===== config.mk =====
export PLATFORM = sky130hd
export DESIGN_NAME = shift_deserializer
export DESIGN_NICKNAME = d
export VERILOG_FILES = /design/src/rtl/shift_deser_pkg.sv /design/src/rtl/deser_shift_core.sv /design/src/rtl/shift_deserializer.sv
export SDC_FILE = /design/constraint.sdc
export NUM_CORES = 1
export LEC_CHECK = 0
export BUFFER_PORTS_ARGS = -buffer_cell sky130_fd_sc_hd__buf_2
export CORE_UTILIZATION = 40
export DETAILED_ROUTE_END_ITERATION = 12
export SLEW_MARGIN = 20
export SYNTH_ARGS = -nofsm -noshare
export SYNTH_HDL_FRONTEND = slang
export SYNTH_SLANG_ARGS = --single-unit

===== constraint.sdc =====
create_clock -name i_clk -period 2.1 [get_ports i_clk]
set_input_delay 0.42 -clock i_clk [delete_from_list [all_inputs] [get_ports i_clk]]
set_output_delay 0.42 -clock i_clk [all_outputs]
set_load 0.1 [all_outputs]

===== src/rtl/shift_deser_pkg.sv =====
// Shared types and constants for the serial-to-parallel receiver.
// Latency: n/a (declarations only).
// Backpressure: n/a.
package shift_deser_pkg;

    // Frame state: waiting for a start-of-frame bit, or collecting bits
    typedef enum logic {
        IDLE  = 1'b0,
        SHIFT = 1'b1
    } state_t;

    // Bit order, latched from the sof bit of each frame
    localparam logic DIR_MSB_FIRST = 1'b0;
    localparam logic DIR_LSB_FIRST = 1'b1;

endpackage : shift_deser_pkg


===== src/rtl/deser_shift_core.sv =====
// Shift datapath: working shift register, bit counter and latched bit order.
// Latency: o_word/o_done are combinational from the bit being accepted this cycle.
// Backpressure: none; the top decides which bits are accepted.
module deser_shift_core
    import shift_deser_pkg::*;
#(
    parameter int WIDTH = 4
) (
    input  logic             i_clk,
    input  logic             i_reset,
    input  logic             i_start,
    input  logic             i_shift,
    input  logic             i_ser_in,
    input  logic             i_dir,
    output logic [WIDTH-1:0] o_word,
    output logic             o_done
);

    localparam int CNT_W = $clog2(WIDTH + 1);
    localparam logic [CNT_W-1:0] LAST_CNT = CNT_W'(WIDTH - 1);

    logic [WIDTH-1:0] r_shreg;
    logic [CNT_W-1:0] r_cnt;
    logic             r_dir;
    logic [WIDTH-1:0] w_next_shreg;

    // Next shift-register value; a start bit clears stale bits from an abandoned frame
    always_comb begin
        w_next_shreg = r_shreg;
        if (i_start) begin
            if (i_dir == DIR_LSB_FIRST) begin
                w_next_shreg = {i_ser_in, {(WIDTH-1){1'b0}}};
            end else begin
                w_next_shreg = {{(WIDTH-1){1'b0}}, i_ser_in};
            end
        end else if (i_shift) begin
            if (r_dir == DIR_LSB_FIRST) begin
                w_next_shreg = {i_ser_in, r_shreg[WIDTH-1:1]};
            end else begin
                w_next_shreg = {r_shreg[WIDTH-2:0], i_ser_in};
            end
        end
    end

    // The word is complete on the cycle its last bit enters, so the top can load it without a bubble
    assign o_done = i_shift && (r_cnt == LAST_CNT);
    assign o_word = w_next_shreg;

    // Shift register, counter and bit order state; gaps hold everything
    always_ff @(posedge i_clk) begin
        if (i_reset) begin
            r_shreg <= '0;
            r_cnt   <= '0;
            r_dir   <= DIR_MSB_FIRST;
        end else if (i_start) begin
            r_shreg <= w_next_shreg;
            r_cnt   <= CNT_W'(1);
            r_dir   <= i_dir;
        end else if (i_shift) begin
            r_shreg <= w_next_shreg;
            r_cnt   <= r_cnt + CNT_W'(1);
        end
    end

endmodule : deser_shift_core


===== src/rtl/shift_deserializer.sv =====
// Serial-to-parallel receiver with one-entry valid/ready output register and sticky overrun.
// Latency: word appears on o_data_out/o_out_valid one cycle after its last bit is accepted.
// Backpressure: no input stall; a word completing while the output is full and not draining is dropped and flagged.
module shift_deserializer
    import shift_deser_pkg::*;
#(
    parameter int WIDTH = 4
) (
    input  logic             i_clk,
    input  logic             i_reset,
    input  logic             i_ser_in,
    input  logic             i_ser_valid,
    input  logic             i_ser_sof,
    input  logic             i_dir,
    output logic [WIDTH-1:0] o_data_out,
    output logic             o_out_valid,
    input  logic             i_out_ready,
    output logic             o_overrun,
    input  logic             i_clr_overrun,
    output logic             o_busy
);

    state_t           r_state;
    logic [WIDTH-1:0] r_data_out;
    logic             r_out_valid;
    logic             r_overrun;
    logic             r_busy;

    logic             w_start;
    logic             w_shift;
    logic             w_done;
    logic [WIDTH-1:0] w_word;
    logic             w_can_load;

    // A sof bit starts or restarts a frame in either state; plain bits only count mid-frame
    assign w_start    = i_ser_valid && i_ser_sof;
    assign w_shift    = i_ser_valid && !i_ser_sof && (r_state == SHIFT);
    assign w_can_load = !r_out_valid || i_out_ready;

    deser_shift_core #(
        .WIDTH (WIDTH)
    ) u_core (
        .i_clk    (i_clk),
        .i_reset  (i_reset),
        .i_start  (w_start),
        .i_shift  (w_shift),
        .i_ser_in (i_ser_in),
        .i_dir    (i_dir),
        .o_word   (w_word),
        .o_done   (w_done)
    );

    // Frame FSM with registered busy, output register and sticky overrun
    always_ff @(posedge i_clk) begin
        if (i_reset) begin
            r_state     <= IDLE;
            r_busy      <= 1'b0;
            r_data_out  <= '0;
            r_out_valid <= 1'b0;
            r_overrun   <= 1'b0;
        end else begin
            case (r_state)
                IDLE: begin
                    if (w_start) begin
                        r_state <= SHIFT;
                        r_busy  <= 1'b1;
                    end
                end
                SHIFT: begin
                    if (w_done) begin
                        r_state <= IDLE;
                        r_busy  <= 1'b0;
                    end
                end
                default: begin
                    r_state <= IDLE;
                    r_busy  <= 1'b0;
                end
            endcase

            // A load in the same cycle as a transfer keeps out_valid high
            if (w_done && w_can_load) begin
                r_data_out  <= w_word;
                r_out_valid <= 1'b1;
            end else if (r_out_valid && i_out_ready) begin
                r_out_valid <= 1'b0;
            end

            // Dropping a word wins over a clear in the same cycle
            if (w_done && !w_can_load) begin
                r_overrun <= 1'b1;
            end else if (i_clr_overrun) begin
                r_overrun <= 1'b0;
            end
        end
    end

    assign o_data_out  = r_data_out;
    assign o_out_valid = r_out_valid;
    assign o_overrun   = r_overrun;
    assign o_busy      = r_busy;

endmodule : shift_deserializer


# After elaboration in Yosys (flattened, before gate mapping)
# Index checks and enable logic that the tools add are counted.
[word_totals]
in_bits = 8
word_cells = 48
out_inout_bits = 7
reg_bits = 16
[op_classes]
bitwise_logic = 1
n_eq_ne = 3
n_reduce_logical = 16
mux = 18
add_sub_neg = 1
[op_table]
columns = ["operator", "n"]
rows = [
  ["$mux 4", 6],
  ["$mux 1", 10],
  ["$logic_and 1x1->1", 7],
  ["$reduce_bool 2->1", 3],
  ["$ne 2x1->1 const B", 2],
  ["$pmux 1 s2", 2],
  ["$add 3x1->3 const B", 1],
  ["$eq 3x2->1 const B", 1],
  ["$logic_not 1->1", 3],
  ["$reduce_and 2->1", 1],
  ["$reduce_or 2->1", 1],
  ["$logic_or 1x1->1", 1],
  ["$not 1->1", 1],
]

# Depth between registers and ports, before layout
[logic_depth]
word_depth = 7
mapped_depth = 5
depth_no_buf = 5

# Cells and area by module
# From an unflattened synthesis, not the netlist that was laid out.
[unflattened]
cells_unflattened = 88
area_unflattened_um2 = 860.8
[modules_own_cells]
columns = ["module", "seq_area_each_um2", "instances", "cells_each", "area_per_inst_um2"]
rows = [
  ["deser_shift_core", 160.2, 1, 51, 498.0],
  ["shift_deserializer", 160.2, 1, 37, 362.8],
]

# Worst setup path after synthesis
# Ideal clock, no wire load.
[synth_timing]
kind = "register to register"
startpoint = "reg r_out_valid, in the netlist o_out_valid"
endpoint = "reg r_data_out[1], in the netlist o_data_out[1]"
setup_slack_ns = 0.478
t_required_ns = 2.020
t_arrival_ns = 1.542
setup_ns = 0.080
n_path_buf = 0
path_stages_with_launch = 4
period_less_slack_ns = 1.622
cell_sequence = "dfxtp_1 -> nor2b_1 -> nor2_1 -> a211oi_2"
[synth_between]
elab_chain_len = 3
[synth_rtl]
columns = ["item", "line", "source"]
rows = [
  ["start: declaration", "shift_deserializer.sv:25", "logic r_out_valid;"],
  ["start signal: assignment", "shift_deserializer.sv:59", "r_out_valid <= 1'b0;"],
  ["start signal: assignment", "shift_deserializer.sv:84", "r_out_valid <= 1'b1;"],
  ["start signal: assignment", "shift_deserializer.sv:86", "r_out_valid <= 1'b0;"],
  ["$logic_not 1->1", "shift_deserializer.sv:38", "assign w_can_load = !r_out_valid || i_out_ready;"],
  ["$logic_or 1x1->1", "shift_deserializer.sv:38", ""],
  ["$logic_and 1x1->1", "shift_deserializer.sv:82", "if (w_done && w_can_load) begin"],
  ["end signal: assignment", "shift_deserializer.sv:83", "r_data_out <= w_word;"],
  ["end: declaration", "shift_deserializer.sv:24", "logic [WIDTH-1:0] r_data_out;"],
]
# Every way passes these cells.
# A chain may end at the register's enable or synchronous reset.

# Final worst setup path
[layout_timing]
startpoint = "reg r_out_valid, in the netlist o_out_valid"
endpoint = "out o_out_valid"
[layout_lines]
columns = ["item", "line", "source"]
rows = [
  ["end: declaration", "shift_deserializer.sv:16", "output logic o_out_valid,"],
]
# No word-level cell between the ends.

==> metrics.cfg <==
[placement]
port_buffers=14
place_congestion=0.728
dp.cells=112
place_area_um2=820
dp_hpwl_um=1050

[yosys]
yosysSeqAreaShare_pct=42.5
yosysWarnings=0
avgSynthCellArea_um2=9.66
ys.flop_type=dfxtp_1
synth_top_cell_by_area=dfxtp_1
synthesis.nets=88
ys_ff_latch=16
synth_edf_count=0
async_flop_share_pct=0
synth_commonest_cells=dfxtp_1, a21oi_1, nor2_1
yosysMostFrequentCell=dfxtp_1
synth.area.top_cells=dfxtp_1, a21oi_1, mux2_2
synthesis.instances=78
synth_top_area_share_pct=42.5
synthesis.area_um2=753
synth.distinct_cells=27

[critical_path]
worst-path-buf-inv=1
cpLargestDelayFamily=buffers and inverters
worstReg2RegEnd=o_data_out[2]
reg2reg_slack_ns=0.72
reg2reg_from=u_core.r_cnt[0]
worstPathMaxFanout=3
critPathRequiredTime_ns=1.68
critPathCaptureType=output pin
critPathKind=flip-flop to output pin
critical-path-max-stage-delay_ns=0.43
worstRegToRegCells=5
critPathSlowestCell=buf_2
worst_setup_path_start_kind=flip-flop
crit_chain=buf_2
arrival_ns=1.08

[floorplanning]
fp.dieH_um=45.4
start_util_pct=43.2
core_region_area_mm2=0.00175
io_pins=15
die_x_um=45.4
die-area_mm2=0.00206
rows=15

[timing]
clock.fmax_ghz=0.666
finalHoldViolCount=0
maxSlewViolCount=0
rsz0062_at_grt=false
post-route-period-util_pct=71.5
hold_slack_ns=0.396
setup-violations-final=0
min_period_ns=1.50
worst_pin_slew_ns=0.485
finalClockSkew_ns=0.00464
setup_tns_ns=0
slew_headroom_pct=67.9

[cells_and_area]
drive_gt1_share_pct=31.9
fin_cells=116
antennaDiodeCount=0
area_growth_pct=13.6
final_nets=102
design_area_um2=856

[grt]
antenna_found_initial=0
grtUsageTotal_pct=16.1
grt_pass1_wl_um=2340
grt_pass1_vias=554
grt_max_degree=17
gr-total-overflow=0

[routing]
drtAntennaViolNets=0
viasPerCell=5.12
dr.first_iter.drc_count=1
wl_met3_um=54
drc=0
wl_per_cell_um=12.1
vias=594
routed_wl_um=1410
wirelength_met1_um=690
route.met2.wl_um=649
top_layer=met4
dr.pass1.iters=3

[cts]
cts_tree=yes
clkLatencyLatePin_ns=0.28
cts.sinks=16
clockBufferDepth=2
post_cts_resized=0
postCtsSetupBuffers=0
cts_hold_buf=0
cts_inserted_buffers=3
clk_pin_slew_ns=0.09
cts_htree_levels=1
cts-root-buf=clkbuf_4

[worst_hold_path]
hold_end=u_core.r_dir
min_path_cells=3
min_from=i_dir
hold_path_class=primary input to flip-flop

[power]
ir_drop_mv=0.347
p_leak_nw=0.353
powerDensity_mw_per_mm2=674

[run]
cap_viol_max_count=0

[status]
status=completed

-- area by class of cell --
| type | count | area, um^2 |
|---|---|---|
| flip-flops and latches | 16 | 320 |
| inverters | 2 | 7.51 |
| well taps | 25 | 31.3 |
| multi-input cells | 55 | 390 |
| repair buffers | 14 | 70.1 |
| fillers | 187 | 890 |
| clock buffers | 4 | 36.3 |
-- state kept, by name, indices dropped and copies added (netlist names) --
name,cells
u_core.r_cnt,3
o_out_valid,1
r_state,1
u_core.r_shreg,4
o_busy,1
u_core.r_dir,1
o_overrun,1
o_data_out,4
-- per-stage QoR --
| step | power (mW) | utilization, % | setup slack, ns |
|---|---|---|---|
| after floorplan | 0.373 | - | 0.478 |
| after global routing | 0.610 | 49.0 | 0.531 |
| after CTS | 0.585 | 49.0 | 0.595 |
| after global placement | 0.383 | 47.0 | 0.710 |
| after detailed placement | 0.384 | 47.0 | 0.698 |
| final | 0.577 | 49.0 | 0.598 |
-- cell families after synthesis --
kind of cell / after synthesis / share of synthesized area, %
buffers and inverters: 7 / 5.65
multiplexers: 5 / 7.97
flip-flops: 16 / 42.5
AO/OA/AOI/OAI: 20 / 19.4
AND/OR/NAND/NOR: 28 / 21.1
adder cells (fa/ha/maj): 2 / 3.32
-- worst max path at each step --
stage | from | cells past startpoint | endpoint
detailed placement | i_ser_sof | 4 | o_data_out[2]
global route | o_out_valid | 1 | o_out_valid
floorplan | o_out_valid | 3 | o_data_out[1]
finish | o_out_valid | 1 | o_out_valid
global placement | i_ser_sof | 4 | o_data_out[2]
CTS | o_out_valid | 1 | o_out_valid
-- worst register-to-register path: cells and delay by family, from the launching register on --
kind                       cells  cell delay [ns]
DFF                            1             0.37
adders and majority gates      2             0.35
and+or+nand+nor                1             0.31
AOI/OAI and AO/OA              2             0.30
-- report_power, final --
group	leakage (nW)	internal (mW)	switching [mW]
logic	0.202	0.0227	0.0363
clock network	0.0210	0.106	0.0941
registers	0.130	0.311	0.00674
-- routing by layer --
metal | track usage, % | vias up
li1 | - | 316
met5 | 0 | -
met1 | 18.5 | 270
met4 | 5.45 | 0
met2 | 26.6 | 6
met3 | 7.14 | 2
-- placed cells by master, fill, tap and decap left out, drive strengths merged, types with 4 or more instances in the layout --
| cell | synthesis | routed |
|---|---|---|
| nor3 | 4 | 4 |
| buf | 3 | 14 |
| nand2 | 4 | 4 |
| a211oi | 5 | 5 |
| nor2 | 7 | 7 |
| clkbuf | 2 | 4 |
| a22oi | 4 | 4 |
| a21oi | 9 | 9 |
| dfxtp | 16 | 16 |
| mux2 | 5 | 5 |
| nor2b | 4 | 4 |
No activity file was read; power rests on OpenSTA's default activity.
